File: config.mk
export PLATFORM = sky130hd
export DESIGN_NAME = vending_machine_multi
export DESIGN_NICKNAME = d
export VERILOG_FILES = /design/src/rtl/vending_machine_multi.sv
export SDC_FILE = /design/constraint.sdc
export NUM_CORES = 1
export LEC_CHECK = 0
export ABC_AREA = 0
export CAP_MARGIN = 20
export CORE_ASPECT_RATIO = 0.5
export CORE_MARGIN = 8
export CORE_UTILIZATION = 53
export DETAILED_ROUTE_END_ITERATION = 7
export HOLD_SLACK_MARGIN = 0.1
export PLACE_DENSITY = 0.8
export SYNTH_ARGS = -nofsm -noshare
export SYNTH_HDL_FRONTEND = slang
export SYNTH_SLANG_ARGS = --single-unit
File: constraint.sdc
create_clock -name clk -period 3.09 [get_ports clk]
set_input_delay 0.4635 -clock clk [delete_from_list [all_inputs] [get_ports clk]]
set_output_delay 0.4635 -clock clk [all_outputs]
set_load 0.01 [all_outputs]
File: src/rtl/vending_machine_multi.sv
// Multi-product vending controller: coin credit accumulation, per-item price and stock,
// selection/vend, change return, cancel and inactivity-timeout refund.
//   state   | meaning
//   IDLE    | no credit; restock allowed, first coin opens a session
//   COLLECT | accumulating credit, waiting for selection/cancel/timeout
//   VEND    | one-cycle dispense pulse
//   CHANGE  | one-cycle change pulse, credit cleared
module vending_machine_multi #(
  parameter int                            NUM_ITEMS = 4,
  parameter int                            STOCK_W   = 4,
  parameter int                            CREDIT_W  = 6,
  parameter logic [NUM_ITEMS*CREDIT_W-1:0] PRICES    = {6'd7, 6'd5, 6'd3, 6'd2},
  parameter int                            TIMEOUT   = 255,
  localparam int                           ID_W      = (NUM_ITEMS > 1) ? $clog2(NUM_ITEMS) : 1
) (
  input  logic                         clk,
  input  logic                         rst,
  input  logic                         coin_valid,
  input  logic [1:0]                   coin_val,
  input  logic                         sel_valid,
  input  logic [ID_W-1:0]              sel_id,
  input  logic                         cancel,
  input  logic                         load_en,
  input  logic [ID_W-1:0]              load_id,
  input  logic [STOCK_W-1:0]           load_qty,
  output logic [CREDIT_W-1:0]          credit,
  output logic                         deliver,
  output logic [ID_W-1:0]              deliver_id,
  output logic                         change_valid,
  output logic [CREDIT_W-1:0]          change_amt,
  output logic                         coin_reject,
  output logic                         err_sold_out,
  output logic                         err_funds,
  output logic [NUM_ITEMS*STOCK_W-1:0] stock,
  output logic                         busy
);

  localparam int TMR_W = (TIMEOUT > 0) ? $clog2(TIMEOUT + 1) : 1;

  typedef enum logic [1:0] {IDLE, COLLECT, VEND, CHANGE} state_t;

  state_t              state;
  logic [STOCK_W-1:0]  stock_q [NUM_ITEMS];
  logic [TMR_W-1:0]    timer;

  logic [CREDIT_W-1:0] coin_amt;
  logic                coin_ok;
  logic [CREDIT_W:0]   coin_sum;
  logic                coin_fits;
  logic [STOCK_W-1:0]  sel_stock;
  logic [CREDIT_W-1:0] sel_price;

  always_comb begin
    coin_amt = '0;
    coin_ok  = 1'b1;
    case (coin_val)
      2'b00:   coin_amt = CREDIT_W'(1);
      2'b01:   coin_amt = CREDIT_W'(2);
      2'b10:   coin_amt = CREDIT_W'(5);
      default: coin_ok  = 1'b0;
    endcase
    coin_sum  = {1'b0, credit} + {1'b0, coin_amt};
    coin_fits = ~coin_sum[CREDIT_W];
  end

  // Out-of-range ids read as stock 0, so they are refused as sold out.
  always_comb begin
    sel_stock = '0;
    sel_price = '0;
    for (int i = 0; i < NUM_ITEMS; i++) begin
      if (sel_id == ID_W'(i)) begin
        sel_stock = stock_q[i];
        sel_price = PRICES[i*CREDIT_W +: CREDIT_W];
      end
    end
  end

  for (genvar g = 0; g < NUM_ITEMS; g++) begin : g_stock
    assign stock[g*STOCK_W +: STOCK_W] = stock_q[g];
  end

  assign busy = (state != IDLE);

  always_ff @(posedge clk or negedge rst) begin
    if (!rst) begin
      state        <= IDLE;
      credit       <= '0;
      timer        <= '0;
      deliver      <= 1'b0;
      deliver_id   <= '0;
      change_valid <= 1'b0;
      change_amt   <= '0;
      coin_reject  <= 1'b0;
      err_sold_out <= 1'b0;
      err_funds    <= 1'b0;
      for (int i = 0; i < NUM_ITEMS; i++) stock_q[i] <= '0;
    end else begin
      deliver      <= 1'b0;
      deliver_id   <= '0;
      change_valid <= 1'b0;
      change_amt   <= '0;
      coin_reject  <= 1'b0;
      err_sold_out <= 1'b0;
      err_funds    <= 1'b0;
      case (state)
        IDLE: begin
          if (load_en) begin
            for (int i = 0; i < NUM_ITEMS; i++)
              if (load_id == ID_W'(i)) stock_q[i] <= load_qty;
          end
          if (cancel) begin
            coin_reject <= coin_valid;
          end else if (sel_valid) begin
            coin_reject <= coin_valid;
            if (sel_stock == '0) err_sold_out <= 1'b1;
            else                 err_funds    <= 1'b1;
          end else if (coin_valid) begin
            if (coin_ok) begin
              credit <= coin_amt;
              timer  <= TMR_W'(TIMEOUT);
              state  <= COLLECT;
            end else begin
              coin_reject <= 1'b1;
            end
          end
        end
        COLLECT: begin
          if (cancel || (!sel_valid && !coin_valid && timer == '0)) begin
            coin_reject  <= coin_valid;
            change_valid <= 1'b1;
            change_amt   <= credit;
            credit       <= '0;
            state        <= CHANGE;
          end else if (sel_valid) begin
            coin_reject <= coin_valid;
            timer       <= TMR_W'(TIMEOUT);
            if (sel_stock == '0) begin
              err_sold_out <= 1'b1;
            end else if (credit < sel_price) begin
              err_funds <= 1'b1;
            end else begin
              for (int i = 0; i < NUM_ITEMS; i++)
                if (sel_id == ID_W'(i)) stock_q[i] <= stock_q[i] - 1'b1;
              credit     <= credit - sel_price;
              deliver    <= 1'b1;
              deliver_id <= sel_id;
              state      <= VEND;
            end
          end else if (coin_valid) begin
            timer <= TMR_W'(TIMEOUT);
            if (coin_ok && coin_fits) credit      <= coin_sum[CREDIT_W-1:0];
            else                      coin_reject <= 1'b1;
          end else begin
            timer <= timer - 1'b1;
          end
        end
        VEND: begin
          coin_reject <= coin_valid;
          if (credit != '0) begin
            change_valid <= 1'b1;
            change_amt   <= credit;
            credit       <= '0;
            state        <= CHANGE;
          end else begin
            state <= IDLE;
          end
        end
        CHANGE: begin
          coin_reject <= coin_valid;
          state       <= IDLE;
        end
        default: state <= IDLE;
      endcase
    end
  end

endmodule

==> results.cfg <==
[status]
status = finished clean

[logic_synthesis]
synth_area_per_cell_um2 = 9.01
synth_top_cell_by_area = dfrtp_1
netlist_top_cells_count = dfrtp_1 (45), inv_1 (32), a21oi_1 (24)
synth_flop_cell = dfrtp_1
synth_area_leaders = dfrtp_1 (39%), ha_1 (7.3%), a21oi_1 (4.1%)
syn-cell-area_um2 = 2920
synth-seq-area-share = 0.386
synth_top_area_share = 0.386
synthArstFlopShare = 1.00
synth_most_common_cell = dfrtp_1
synth_cell_types = 53
synth_edf_count = 0
ys_warn_count = 0
synth_fp_nets = 359
netlist_instances = 324
synth_seq_cells = 45

[critical_path]
path_max_fanout = 10
end_kind = flip-flop
worstRegToRegCells = 8
r2r-start = credit[1]
cp.arrival_ns = 3.04
crit_path_start_kind = input pin
r2r_setup_slack_ns = 0.55
critPathLaunch = coin_val[0]
cp_slowest_cell = o311a_2
worstPathCellList = clkdlybuf4s50_1, inv_1, ha_1, inv_1, fa_1, nor2b_1, o2111ai_1, and3_1, o311a_2, o21a_1, o22ai_2
crit_type = in -> reg
critPathMostFrequentCell = inv_1
critical-path-max-stage-delay_ns = 0.48
r2r-end = credit[4]
crit_path_end = credit[4]
cp.required_ns = 3.31

[place]
portBuffers = 51
place_area_um2 = 3490
hpwl_um = 5910
gp_congestion = 0.944

[global_routing]
antenna_found_initial = 0
grt_pass1_vias = 2701
grt_pass1_wl_um = 12800
grt-ovfl-total = 0
grt.total_usage = 0.191
grt_max_degree = 46

[detailed_routing]
drt-pass1-iter-count = 5
wl_um = 7660
drc_errors = 0
ant_nets = 0
drt-initial-drc-count = 281
viasPerCell = 6.07
wl_per_cell_um = 17.0
num_vias = 2738

[timing]
fin_skew_ns = 0.00400
rsz0062_at_grt = false
fmax_ghz = 0.355
setup_violations = 0
maxSlewViolCount = 0
worstMarginPinSlew_ns = 0.584
relSlewSlack = 0.607
fin_crit_ns = 2.82
period_share = 0.912
fin_tns_setup_ns = 0
finalHoldViolCount = 0

[floorplanning]
core_region_area_um2 = 5400
rows = 19
die_w_um = 121
fp.dieH_um = 68.5
design.die.area_um2 = 8280
start_util = 0.541
num_io_pins = 52

[power]
internal_power_mw = 1.83
p_leak_nw = 1.54
pwr-share-seq = 0.301
vdd_drop_max_mv = 0.402
swShare = 0.450
p_per_area_nw_per_um2 = 924
clkPwrFrac = 0.112
combPwrFrac = 0.587
power.net_switching_mw = 1.50

[clock_network]
clockBufferDepth = 2
post_cts_buffers = 0
clk_latency_ns = 0.30
cts_tree = built
cts_resized = 0
cts_max_level = 2
numClockSinks = 45
root_buffer = clkbuf_8
cts_buffers = 5
cts-hold-fix-buffers = 0
path_clk_slew_ns = 0.08

[cells_and_area]
n_antenna_cell = 0
nNetsFinal = 413
syn_to_final_growth_pct = 23.2
drive_gt1_frac = 0.0714
fin_area_um2 = 3590

[run]
maxCapViolations = 0

[min_path]
hp-class = in -> async
layout make-up:
type / instances / area, um2
inverters: 32 / 120
multi-input cells: 238 / 1620
fillers: 441 / 1800
well taps: 73 / 91.3
repair buffers: 56 / 556
clock buffers: 7 / 86.3
flip-flops and latches: 45 / 1130
placed cells by master, fill, tap and decap left out, types with 3 or more instances in the layout:
cell | synthesis | final
o21a_1 | 3 | 3
o22a_1 | 6 | 6
a31oi_1 | 15 | 15
a211o_1 | 3 | 3
a41oi_1 | 3 | 3
buf_4 | 3 | 4
nor2_1 | 22 | 22
o211ai_1 | 3 | 3
clkdlybuf4s50_1 | 0 | 50
nor3_1 | 16 | 16
dfrtp_1 | 45 | 45
a2bb2oi_1 | 8 | 8
clkbuf_8 | 0 | 6
and2_1 | 5 | 5
ha_1 | 17 | 17
inv_1 | 32 | 32
nand2_1 | 17 | 17
o31ai_1 | 3 | 3
a21oi_1 | 24 | 24
nand3_1 | 6 | 6
nor3b_1 | 3 | 3
nor4_1 | 5 | 5
nor2b_1 | 5 | 5
o21ai_0 | 22 | 22
nand2b_1 | 12 | 12
per-layer routing:
layer,share of wire,global-route usage
met1,0.43,0.237
met2,0.48,0.327
met3,0.077,0.0510
met4,0.013,0.0539
met5,0,0
power by group through the flow:
| stage | clock (mW) | sequential, mW | combinational (mW) |
|---|---|---|---|
| 2_1_floorplan | 0 | 1.03 | 1.23 |
| 3_3_place_gp | 0 | 0.994 | 1.87 |
| 3_5_place_dp | 0 | 1.01 | 1.92 |
| 4_1_cts | 0.379 | 0.996 | 1.94 |
| 5_1_grt | 0.398 | 1.03 | 2.14 |
| 6_report | 0.374 | 1.00 | 1.95 |
worst min path at each step:
stage / from / endpoint / cells past startpoint
floorplan: rst / change_amt[0] / 0
global placement: timer[7] / timer[7] / 1
detailed placement: timer[7] / timer[7] / 1
CTS: rst / change_amt[5] / 1
global route: rst / credit[2] / 1
finish: rst / credit[2] / 1
critical path, delay by kind of cell:
family | cells | cell delay [ns]
and+or+nand+nor | 2 | 0.42
AOI/OAI and AO/OA | 4 | 0.93
adders and majority gates | 2 | 0.60
buffers and inverters | 3 | 0.63
cell families after synthesis:
| logic type | share of synthesized area |
|---|---|
| and+or+nand+nor | 0.203 |
| buffers and inverters | 0.0605 |
| adders and majority gates | 0.0866 |
| AOI/OAI and AO/OA | 0.258 |
| DFF | 0.386 |
| xor gates and xnor gates | 0.00600 |
metrics by stage:
| step | setup WS, ns | hold slack [ns] | util | std cells | power (mW) |
|---|---|---|---|---|---|
| final | 0.272 | 0.0832 | 0.666 | 451 | 3.32 |
| after detailed placement | 0.00223 | 0.469 | 0.646 | 443 | 2.93 |
| after global routing | 0.167 | 0.110 | 0.666 | 451 | 3.57 |
| after CTS | 0.314 | 0.371 | 0.662 | 450 | 3.31 |
| after global placement | 0.0890 | 0.462 | 0.646 | 443 | 2.86 |
| after floorplan | 0.742 | 0.168 | - | 324 | 2.26 |
sequential cells by signal (all words and copies together) (netlist names):
signal        cells
change_amt        6
stock            16
err_funds         1
state             2
deliver           1
timer             8
deliver_id        2
coin_reject       1
err_sold_out      1
change_valid      1
credit            6
Power figures use the tool's default switching activity.
